**config.mk**
```make
export PLATFORM = sky130hd
export DESIGN_NAME = camera_seq_ctrl
export DESIGN_NICKNAME = d
export VERILOG_FILES = /design/src/rtl/camera_pkg.sv /design/src/rtl/exp_down_counter.sv /design/src/rtl/camera_seq_ctrl.sv
export SDC_FILE = /design/constraint.sdc
export NUM_CORES = 1
export LEC_CHECK = 0
export ABC_CLOCK_PERIOD_IN_PS = 2400
export CORE_UTILIZATION = 45
export DETAILED_ROUTE_END_ITERATION = 8
export DONT_BUFFER_PORTS = 1
export PLACE_DENSITY = 0.67
export REMOVE_ABC_BUFFERS = 1
export SLEW_MARGIN = 20
export SYNTH_ARGS = -nofsm -noshare
export SYNTH_HDL_FRONTEND = slang
export SYNTH_SLANG_ARGS = --single-unit
```
**constraint.sdc**
```tcl
create_clock -name clk -period 2.4 [get_ports clk]
set_clock_uncertainty 0.2 [all_clocks]
set_input_delay 0.6 -clock clk [delete_from_list [all_inputs] [get_ports clk]]
set_output_delay 0.6 -clock clk [all_outputs]
set_load 0.005 [all_outputs]
```
**src/rtl/camera_pkg.sv**
```systemverilog
// Shared types and exposure-range defaults for the camera sequencer and the
// exposure-time control register.
package camera_pkg;

    typedef enum logic [2:0] {
        IDLE,
        EXPOSE,
        R0,
        R1,
        R2,
        R3,
        R4,
        R5
    } cam_state_t;

    localparam int CAM_EX_MIN   = 2;
    localparam int CAM_EX_MAX   = 30;
    localparam int CAM_EX_RESET = 15;
    localparam int READOUT_LEN  = 6;

    typedef struct packed {
        logic erase;
        logic expose;
        logic nre_1;
        logic nre_2;
        logic adc;
        logic busy;
        logic frame_done;
    } cam_out_t;

endpackage

```
**src/rtl/exp_down_counter.sv**
```systemverilog
// Loadable down-counter timing the exposure; last flags the final exposure cycle.
module exp_down_counter
    import camera_pkg::*;
#(
    parameter int EX_W = 5
) (
    input  logic            clk,
    input  logic            reset,
    input  logic            load,
    input  logic            en,
    input  logic [EX_W-1:0] load_val,
    output logic            last
);

    logic [EX_W-1:0] count;

    always_ff @(posedge clk) begin
        if (reset) begin
            count <= '0;
        end else if (load) begin
            count <= load_val;
        end else if (en && (count != '0)) begin
            count <= count - 1'b1;
        end
    end

    assign last = (count == EX_W'(1));

endmodule

```
**src/rtl/camera_seq_ctrl.sv**
```systemverilog
// Capture sequencer: erase, timed exposure, two-row readout, back to erase.
// Outputs are registered from the decoded next state so they move with the state.
module camera_seq_ctrl
    import camera_pkg::*;
#(
    parameter int EX_W   = 5,
    parameter int EX_MIN = CAM_EX_MIN,
    parameter int EX_MAX = CAM_EX_MAX
) (
    input  logic            clk,
    input  logic            reset,
    input  logic            init,
    input  logic [EX_W-1:0] ex_time,
    output logic            erase,
    output logic            expose,
    output logic            nre_1,
    output logic            nre_2,
    output logic            adc,
    output logic            busy,
    output logic            frame_done
);

    cam_state_t state, next_state;
    cam_out_t   out_d, out_q;
    logic       cnt_load, cnt_en, cnt_last;

    function automatic logic [EX_W-1:0] clamp_ex(input logic [EX_W-1:0] t);
        if (int'(t) < EX_MIN) begin
            return EX_W'(EX_MIN);
        end else if (int'(t) > EX_MAX) begin
            return EX_W'(EX_MAX);
        end
        return t;
    endfunction

    // Clamped exposure is latched only on the IDLE->EXPOSE edge
    assign cnt_load = (state == IDLE) && init;
    assign cnt_en   = (state == EXPOSE);

    exp_down_counter #(
        .EX_W(EX_W)
    ) u_exp_cnt (
        .clk     (clk),
        .reset   (reset),
        .load    (cnt_load),
        .en      (cnt_en),
        .load_val(clamp_ex(ex_time)),
        .last    (cnt_last)
    );

    always_ff @(posedge clk) begin
        if (reset) begin
            state <= IDLE;
        end else begin
            state <= next_state;
        end
    end

    always_comb begin
        next_state = state;
        unique case (state)
            IDLE:    if (init) next_state = EXPOSE;
            EXPOSE:  if (cnt_last) next_state = R0;
            R0:      next_state = R1;
            R1:      next_state = R2;
            R2:      next_state = R3;
            R3:      next_state = R4;
            R4:      next_state = R5;
            R5:      next_state = IDLE;
            default: next_state = IDLE;
        endcase
    end

    // Decode of the state being entered; captured on the same edge as the state
    always_comb begin
        out_d = '{erase: 1'b0, expose: 1'b0, nre_1: 1'b1, nre_2: 1'b1,
                  adc: 1'b0, busy: 1'b1, frame_done: 1'b0};
        unique case (next_state)
            IDLE: begin
                out_d.erase = 1'b1;
                out_d.busy  = 1'b0;
            end
            EXPOSE: out_d.expose = 1'b1;
            R0:     out_d.nre_1 = 1'b0;
            R1: begin
                out_d.nre_1 = 1'b0;
                out_d.adc   = 1'b1;
            end
            R2:     ;
            R3:     out_d.nre_2 = 1'b0;
            R4: begin
                out_d.nre_2 = 1'b0;
                out_d.adc   = 1'b1;
            end
            R5:     out_d.frame_done = 1'b1;
            default: begin
                out_d.erase = 1'b1;
                out_d.busy  = 1'b0;
            end
        endcase
    end

    always_ff @(posedge clk) begin
        if (reset) begin
            out_q <= '{erase: 1'b1, expose: 1'b0, nre_1: 1'b1, nre_2: 1'b1,
                       adc: 1'b0, busy: 1'b0, frame_done: 1'b0};
        end else begin
            out_q <= out_d;
        end
    end

    assign erase      = out_q.erase;
    assign expose     = out_q.expose;
    assign nre_1      = out_q.nre_1;
    assign nre_2      = out_q.nre_2;
    assign adc        = out_q.adc;
    assign busy       = out_q.busy;
    assign frame_done = out_q.frame_done;

endmodule

```
# Yosys cells after proc, flatten, opt, wreduce, memory -nomap -nowiden

Index checks and enable logic that the tools add are counted.

Logic and storage cells: 52
Input port bits: 8
Output and inout bits: 7
Flip-flop bits (word level): 15

Equality and inequality tests: 14
Reductions and logical operators: 9
Multiplexer cells: 17
$lt $le $gt $ge: 2
$add $sub $neg: 1

Operators by type and width:

| operator            | count |
|---|---|
| $mux 5              | 5 |
| $pmux 3 s8          | 1 |
| $eq 3x3->1 const B  | 7 |
| $eq 3x2->1 const B  | 4 |
| $mux 1              | 9 |
| $eq 3x1->1 const B  | 2 |
| $logic_not 3->1     | 2 |
| $mux 3              | 2 |
| $reduce_or 2->1     | 3 |
| $eq 5x1->1 const B  | 1 |
| $gt 5x5->1 const B  | 1 |
| $lt 5x2->1 const B  | 1 |
| $reduce_bool 5->1   | 1 |
| $sub 5x1->5 const B | 1 |
| $logic_and 1x1->1   | 2 |
| $reduce_bool 2->1   | 1 |

# Longest topological paths before layout

Gate-level depths: netlist of run 1.

Word-level depth: 6
Mapped depth: 5
Depth with buffers taken out: 5

# By module

Synthesis of run 1 repeated with hierarchy kept, for this count alone.

Cells, all modules: 89
Area total of the unflattened synthesis: 770.7 um^2

Modules (own cells, without submodules):

| module           | cells an instance | sequential area each (um^2) | area an instance (um^2) | instances |
|---|---|---|---|---|
| camera_seq_ctrl  | 49                | 200.2                       | 437.9                   | 1 |
| exp_down_counter | 40                | 100.1                       | 332.8                   | 1 |

# Worst setup path after synthesis of run 1

OpenSTA, ideal clock, no wires.

Path kind: input to register
Start: input port init
End: register u_exp_cnt.count[0]
Cell stages on the path: 4
Buffers on the path: 1
Setup time: 0.127 ns
Data arrival time: 1.519 ns
Setup slack: 0.554 ns
Required time: 2.073 ns
Path through: or4b_2 -> clkbuf_1 -> a31oi_1 -> a2111oi_1

Cells in the longest elaborated chain, start to end: 2
Elaborated cells between the ends (all ways): 3
Classes of those cells: mux: 1; reduce/logical: 2

RTL lines:

| item                                               | line                   | RTL |
|---|---|---|
| start: declaration                                 | camera_seq_ctrl.sv:12  | `input logic init,` |
| $logic_and 1x1->1 (*)                              | camera_seq_ctrl.sv:37  | `assign cnt_load = (state == IDLE) && init;` |
| $mux 5 / $reduce_bool 2->1 (equally long branches) | -                      |  |
| end signal: assignment                             | exp_down_counter.sv:21 | `count <= load_val;` |
| end signal: assignment                             | exp_down_counter.sv:23 | `count <= count - 1'b1;` |
| end: declaration                                   | exp_down_counter.sv:15 | `logic [EX_W-1:0] count;` |

Every way passes the cells marked *; elsewhere a longest branch is shown, timed or not.
A chain may end at the register's enable or synchronous reset.

# Final worst setup path of run 1

Start: register state[0]
End: register u_exp_cnt.count[3]

Cells in the longest elaborated chain, start to end: 3
Elaborated cells between the ends (all ways): 6
Classes of those cells: eq/ne: 1; mux: 1; reduce/logical: 4

RTL lines:

| item                                                         | line                                          | RTL |
|---|---|---|
| start: declaration                                           | camera_seq_ctrl.sv:23                         | `cam_state_t state, next_state;` |
| start signal: assignment                                     | camera_seq_ctrl.sv:55                         | `state <= next_state;` |
| $eq 3x1->1 / $logic_not 3->1 (equally long branches)         | camera_seq_ctrl.sv:38, camera_seq_ctrl.sv:37  |  |
| $logic_and 1x1->1, on equally long branches                  | exp_down_counter.sv:22, camera_seq_ctrl.sv:37 |  |
| $reduce_bool 2->1 (no line) / $mux 5 (equally long branches) | -                                             |  |

Parallel ways exist; a longest one is shown, timed or not.

==> qor.csv, run 1 <==
metric,value,unit
HP Class,in -> reg,
synthesized area,754,um^2
fin. max-slew vios,0,
pre-CTS setup slack,468,ps
DR vias/cell,6.10,
RePlAce Congestion,0.847,
H-tree levels,1,
worst setup margin,453,ps
Final Instance Count excl. Fillers,102,
initial antenna violation count,0,
I/O pins,15,
Worst Reg-to-Reg Cells,3,
layout cells sized above 1,11.6,%
crit path kind,reg -> reg,
Pwr Total,606,uW
total gr overflow,0,
crit path time final,1950,ps
largest net degree at the start of global routing,15,
Die Wd,42.9,um
Post-synth EDFFs,0,
Arrival @ worst endpoint,1960,ps
Cells after Synth,85,
DR iter-0 viols,18,
period utilization,81.1,%
setup repair bufs after CTS,0,
Num CTS Buffers,3,
placed instance count,98,
most common cell in the synthesized netlist,dfxtp_1,
outcome,completed,
Synth top area share,39.8,%
RSZ-0062 raised after global routing,false,
CP Capture Type,register,
final WL,1440,um
first drt pass iteration count,4,
library cells used by synthesis,37,
drt drc,0,
post-synthesis sequential area ratio,39.8,%
clock insertion delay at the later pin of the skew report,280,ps
first-pass GRT wire length,2530,um
buffers added on ports,0,
die area,1840,um^2
most instantiated cells after synthesis,"15 x dfxtp_1, 6 x inv_1, 5 x a31oi_1",
worst vdd ir,0.337,mV
core area,1540,um^2
All-Layer GR Usage,18.7,%
synth top area cells,"dfxtp_1 40%, ha_1 5.0%, a31oi_1 4.1%",
synthesized area per cell,8.88,um^2
Worst EP required,2420,ps
Area Overhead vs Synth,5.80,%
worst-path fanout max,14,
Total Neg Setup Slack,0,ps
Fin. Hold Viols,0,
Slew @ Worst Pin,414,ps
CTS resizes,0,
Power Density,759,nW/um^2
Worst Hold Depth,1,
initial core utilization,48.9,%
Post-layout nets,98,
hold_buf cts,0,
Post-synth top flop,dfxtp_1,
highest clock rate,514,MHz
Synth async-reset ratio,0,%
Startpoint Class,register,
Worst slew margin,72.3,%
endpoints failing setup,0,
max-cap violations,0,
clk slew on worst S/H paths,90,ps
DR vias,622,
CTS tree,built,
routed len/inst,14.1,um
ant diodes,0,
hpwl dp,977,um
vias in the first global route,571,
"area leader, netlist",dfxtp_1,
Row Count,14,
fill cell total of the finished layout,144,
synthesized flop and latch total,15,
Yosys warning total,0,
post-route antenna net violation count,0,
number of clock sinks seen by CTS,15,
clock root cell,clkbuf_4,
Max Root-Sink Buffers,2,
leak pwr,0.000284,uW
die height,42.9,um
[power by group]
group          total [uW]  leakage (uW)  internal (uW)  switching [uW]
sequential            307      0.000123            275            31.9
clock                 142     0.0000150           64.5            77.5
combinational         157      0.000146           77.8            79.3
[critical path, cell delays in order (launching register included)]
cell	delay, ps
dfxtp_1	580
or3b_1	490
or4_1	490
a31oi_1	130
[state kept, by name, summed over array words and instances, names as in the netlist]
| register | cells |
|---|---|
| frame_done | 1 |
| busy | 1 |
| adc | 1 |
| u_exp_cnt.count | 5 |
| expose | 1 |
| nre_2 | 1 |
| nre_1 | 1 |
| erase | 1 |
| state | 3 |
[kinds of logic (layout without fill, tap and decap cells)]
group | Yosys count | after routing | share of synthesized area, %
compound gates | 19 | 19 | 17.9
xor+xnor | 2 | 2 | 2.32
fa+ha+maj | 3 | 3 | 4.98
buf+inv | 12 | 13 | 6.30
flops | 15 | 15 | 39.8
simple gates | 34 | 34 | 28.7
[worst paths after layout]
kind,startpoint,endpoint,slack [ps]
max,state[0],u_exp_cnt.count[3],450
min,reset,u_exp_cnt.count[3],180
max reg2reg,state[0],u_exp_cnt.count[3],450
min reg2reg,u_exp_cnt.count[1],u_exp_cnt.count[1],350
[cell type report]
type                            instances  area, um^2  area share [%]
Inverter                                6        22.5            2.82
Tap cell                               16        20.0            2.51
Multi-Input combinational cell         58         407            50.9
Sequential cell                        15         300            37.6
Timing Repair Buffer                    3        22.5            2.82
Clock buffer                            4        26.3            3.29
[placed cells by master (no fill, tap or decap), types with 2 or more instances in the layout]
cell / netlist / layout
inv_1: 6 / 6
ha_1: 3 / 3
nand4_1: 2 / 2
nor2_1: 4 / 4
a32oi_1: 2 / 2
buf_4: 0 / 3
nand2_1: 3 / 3
dfxtp_1: 15 / 15
nor3b_1: 3 / 3
or4_1: 3 / 3
a31oi_1: 5 / 5
or3_1: 3 / 3
nor4b_1: 2 / 2
a21oi_1: 2 / 2
o21ai_0: 2 / 2
nor3_1: 4 / 4
clkbuf_4: 0 / 3
nand3_1: 2 / 2
or4b_2: 2 / 2
[stage by stage]
step / cell area, um^2 / util [%] / hold slack, ps
after floorplan: 729 / - / 299
after global placement: 772 / 50.1 / 324
after detailed placement: 772 / 50.1 / 338
after CTS: 798 / 51.8 / 165
after global routing: 798 / 51.8 / 151
final: 798 / 51.8 / 175
[per-layer routing]
layer / track usage, % / vias up / part of all wire [%]
met5: 0 / - / 0
met4: 12.7 / 0 / 2.3
met3: 4.26 / 4 / 4.7
met2: 25.5 / 18 / 41
met1: 25.7 / 278 / 52
li1: - / 322 / -
(Power assumes the default switching activity.)
==> inputs of run 2 (changes only) <==
--- a/config.mk
+++ b/config.mk
@@ -5,7 +5,7 @@
 export SDC_FILE = /design/constraint.sdc
 export NUM_CORES = 1
 export LEC_CHECK = 0
-export ABC_CLOCK_PERIOD_IN_PS = 2400
+export ABC_CLOCK_PERIOD_IN_PS = 1800
 export CORE_UTILIZATION = 45
 export DETAILED_ROUTE_END_ITERATION = 8
 export DONT_BUFFER_PORTS = 1
==> constraint.sdc (replaced) <==
create_clock -name clk -period 1.8 [get_ports clk]
set_clock_uncertainty 0.2 [all_clocks]
set_input_delay 0.45 -clock clk [delete_from_list [all_inputs] [get_ports clk]]
set_output_delay 0.45 -clock clk [all_outputs]
set_load 0.005 [all_outputs]
==> qor.csv, run 2 (synthesis results as in run 1) <==
metric,value,unit
met1 Use GR,26.5,%
number of flip-flops in the largest register,5,
largest net degree at the start of global routing,15,
max-cap violations,0,
I/O pins,15,
met3 Resource Use GR,4.68,%
"commonest non-fill, non-tap cell in the layout",buf_4,
Slew @ Worst Pin,422,ps
ant diodes,0,
clk slew on worst S/H paths,90,ps
register with the most flip-flops,u_exp_cnt.count,
vias in the first global route,655,
All-Layer GR Usage,20.6,%
post-route antenna net violation count,0,
Final Core Density,59.2,%
Total Neg Setup Slack,0,ps
Num CTS Buffers,3,
Max Root-Sink Buffers,2,
crit path kind,reg -> reg,
initial antenna violation count,0,
hpwl dp,1110,um
fin. max-slew vios,0,
"commonest non-fill, non-tap cells in the layout","12 x buf_4, 10 x dfxtp_1, 6 x inv_1",
RePlAce Congestion,0.822,
routed len/inst,13.9,um
DR iter-0 viols,8,
Area Overhead vs Synth,20.9,%
pre-CTS setup slack,17.7,ps
Startpoint Class,register,
Post-layout nets,108,
crit path time final,1690,ps
Row Count,14,
endpoints failing setup,0,
core area,1540,um^2
Die Wd,42.9,um
Worst slew margin,71.5,%
buffers added on ports,0,
worst vdd ir,0.471,mV
die area,1840,um^2
Largest regs,"u_exp_cnt.count x5, state x3",
CP cell instances,"or3b_4, or4_1, a31oi_1",
Arrival @ worst endpoint,1710,ps
clock root cell,clkbuf_4,
global route hottest layer,met2,
total gr overflow,0,
final WL,1560,um
worst setup margin,108,ps
first drt pass iteration count,4,
first-pass GRT wire length,2780,um
Fin. Hold Viols,0,
worst-path fanout max,7,
highest clock rate,591,MHz
met2 usage,30.9,%
Crit-path slowest cell,or4_1,
layout cells sized above 1,28.1,%
DR vias,682,
H-tree levels,1,
die height,42.9,um
leak pwr,0.000354,uW
DR vias/cell,6.09,
Power Density,971,nW/um^2
HP Class,in -> reg,
RSZ-0062 raised after global routing,false,
drt drc,0,
tightest hold margin,9.24,ps
number of clock sinks seen by CTS,15,
Worst EP required,1820,ps
clock insertion delay at the later pin of the skew report,290,ps
CP Capture Type,register,
initial core utilization,48.9,%
outcome,completed,
period utilization,94.0,%
worst stage delay on the critical path,470,ps
CTS tree,built,
## run 2: cell count changes in the layout (fill, tap and decap cells not counted)
cell           previous run  this run
or4b_2                    2         0
nor4b_1                   2         1
dfxtp_1                  15        10
nor3b_2                   0         1
nor4b_4                   0         1
or4b_4                    0         2
dfxtp_2                   0         5
or3b_4                    0         1
buf_4                     3        12
nor3b_1                   3         2
dlygate4sd3_1             0         1
or3b_1                    1         0
## run 2: cell type report
type                            instances  area (um^2)
Fill cell                             145          629
Multi-Input combinational cell         58          437
Timing Repair Buffer                   13          100
Inverter                                6         22.5
Clock buffer                            4         26.3
Sequential cell                        15          307
Tap cell                               16         20.0
## run 2: stage by stage
step / cells / total power [uW] / cell area (um^2)
6_report: 112 / 885 / 912
5_1_grt: 112 / 948 / 912
4_1_cts: 111 / 866 / 870
3_5_place_dp: 107 / 662 / 840
3_3_place_gp: 107 / 661 / 840
2_1_floorplan: 79 / 560 / 729
## run 2: layer usage
layer | vias up | share of wire (%)
met5 | - | 0
met4 | 0 | 2.8
met3 | 5 | 5.3
met2 | 25 | 42
met1 | 308 | 50
li1 | 344 | -
## run 2: report_power, final
group	switching, uW	internal [uW]	leakage [uW]
registers	37.3	369	0.000125
logic	130	154	0.000213
clock network	109	86.2	0.0000150
## run 2: timing repair
action / CTS / global route
endpoints found under the hold margin: 0 / 2
setup buffers: 0 / 1
setup endpoints to repair: 1 / 4
cloned: 0 / 0
hold buffers: 0 / 1
pin swaps: 0 / 1
resized for setup: 1 / 10
## run 2: critical path: cells and delay by family, from the launching register on
kind            cells  cell delay (ps)
compound gates      1              160
flops               1              360
simple gates        2              900
## run 2: final timing paths
path	startpoint	to	slack [ps]	cells past startpoint
worst max register to register	state[1]	u_exp_cnt.count[3]	110	3
worst max-delay path	state[1]	u_exp_cnt.count[3]	110	3
worst min-delay path	reset	u_exp_cnt.count[1]	9	1
worst min register to register	state[2]	frame_done	350	1
==> inputs of run 3 (changes only) <==
--- a/config.mk
+++ b/config.mk
@@ -7,6 +7,7 @@
 export LEC_CHECK = 0
 export ABC_CLOCK_PERIOD_IN_PS = 1800
 export CORE_UTILIZATION = 45
+export CTS_CLUSTER_DIAMETER = 100
 export DETAILED_ROUTE_END_ITERATION = 8
 export DONT_BUFFER_PORTS = 1
 export PLACE_DENSITY = 0.67
==> results of run 3 <==
The final DEF is identical to that of run 2; final timing and power are the same.
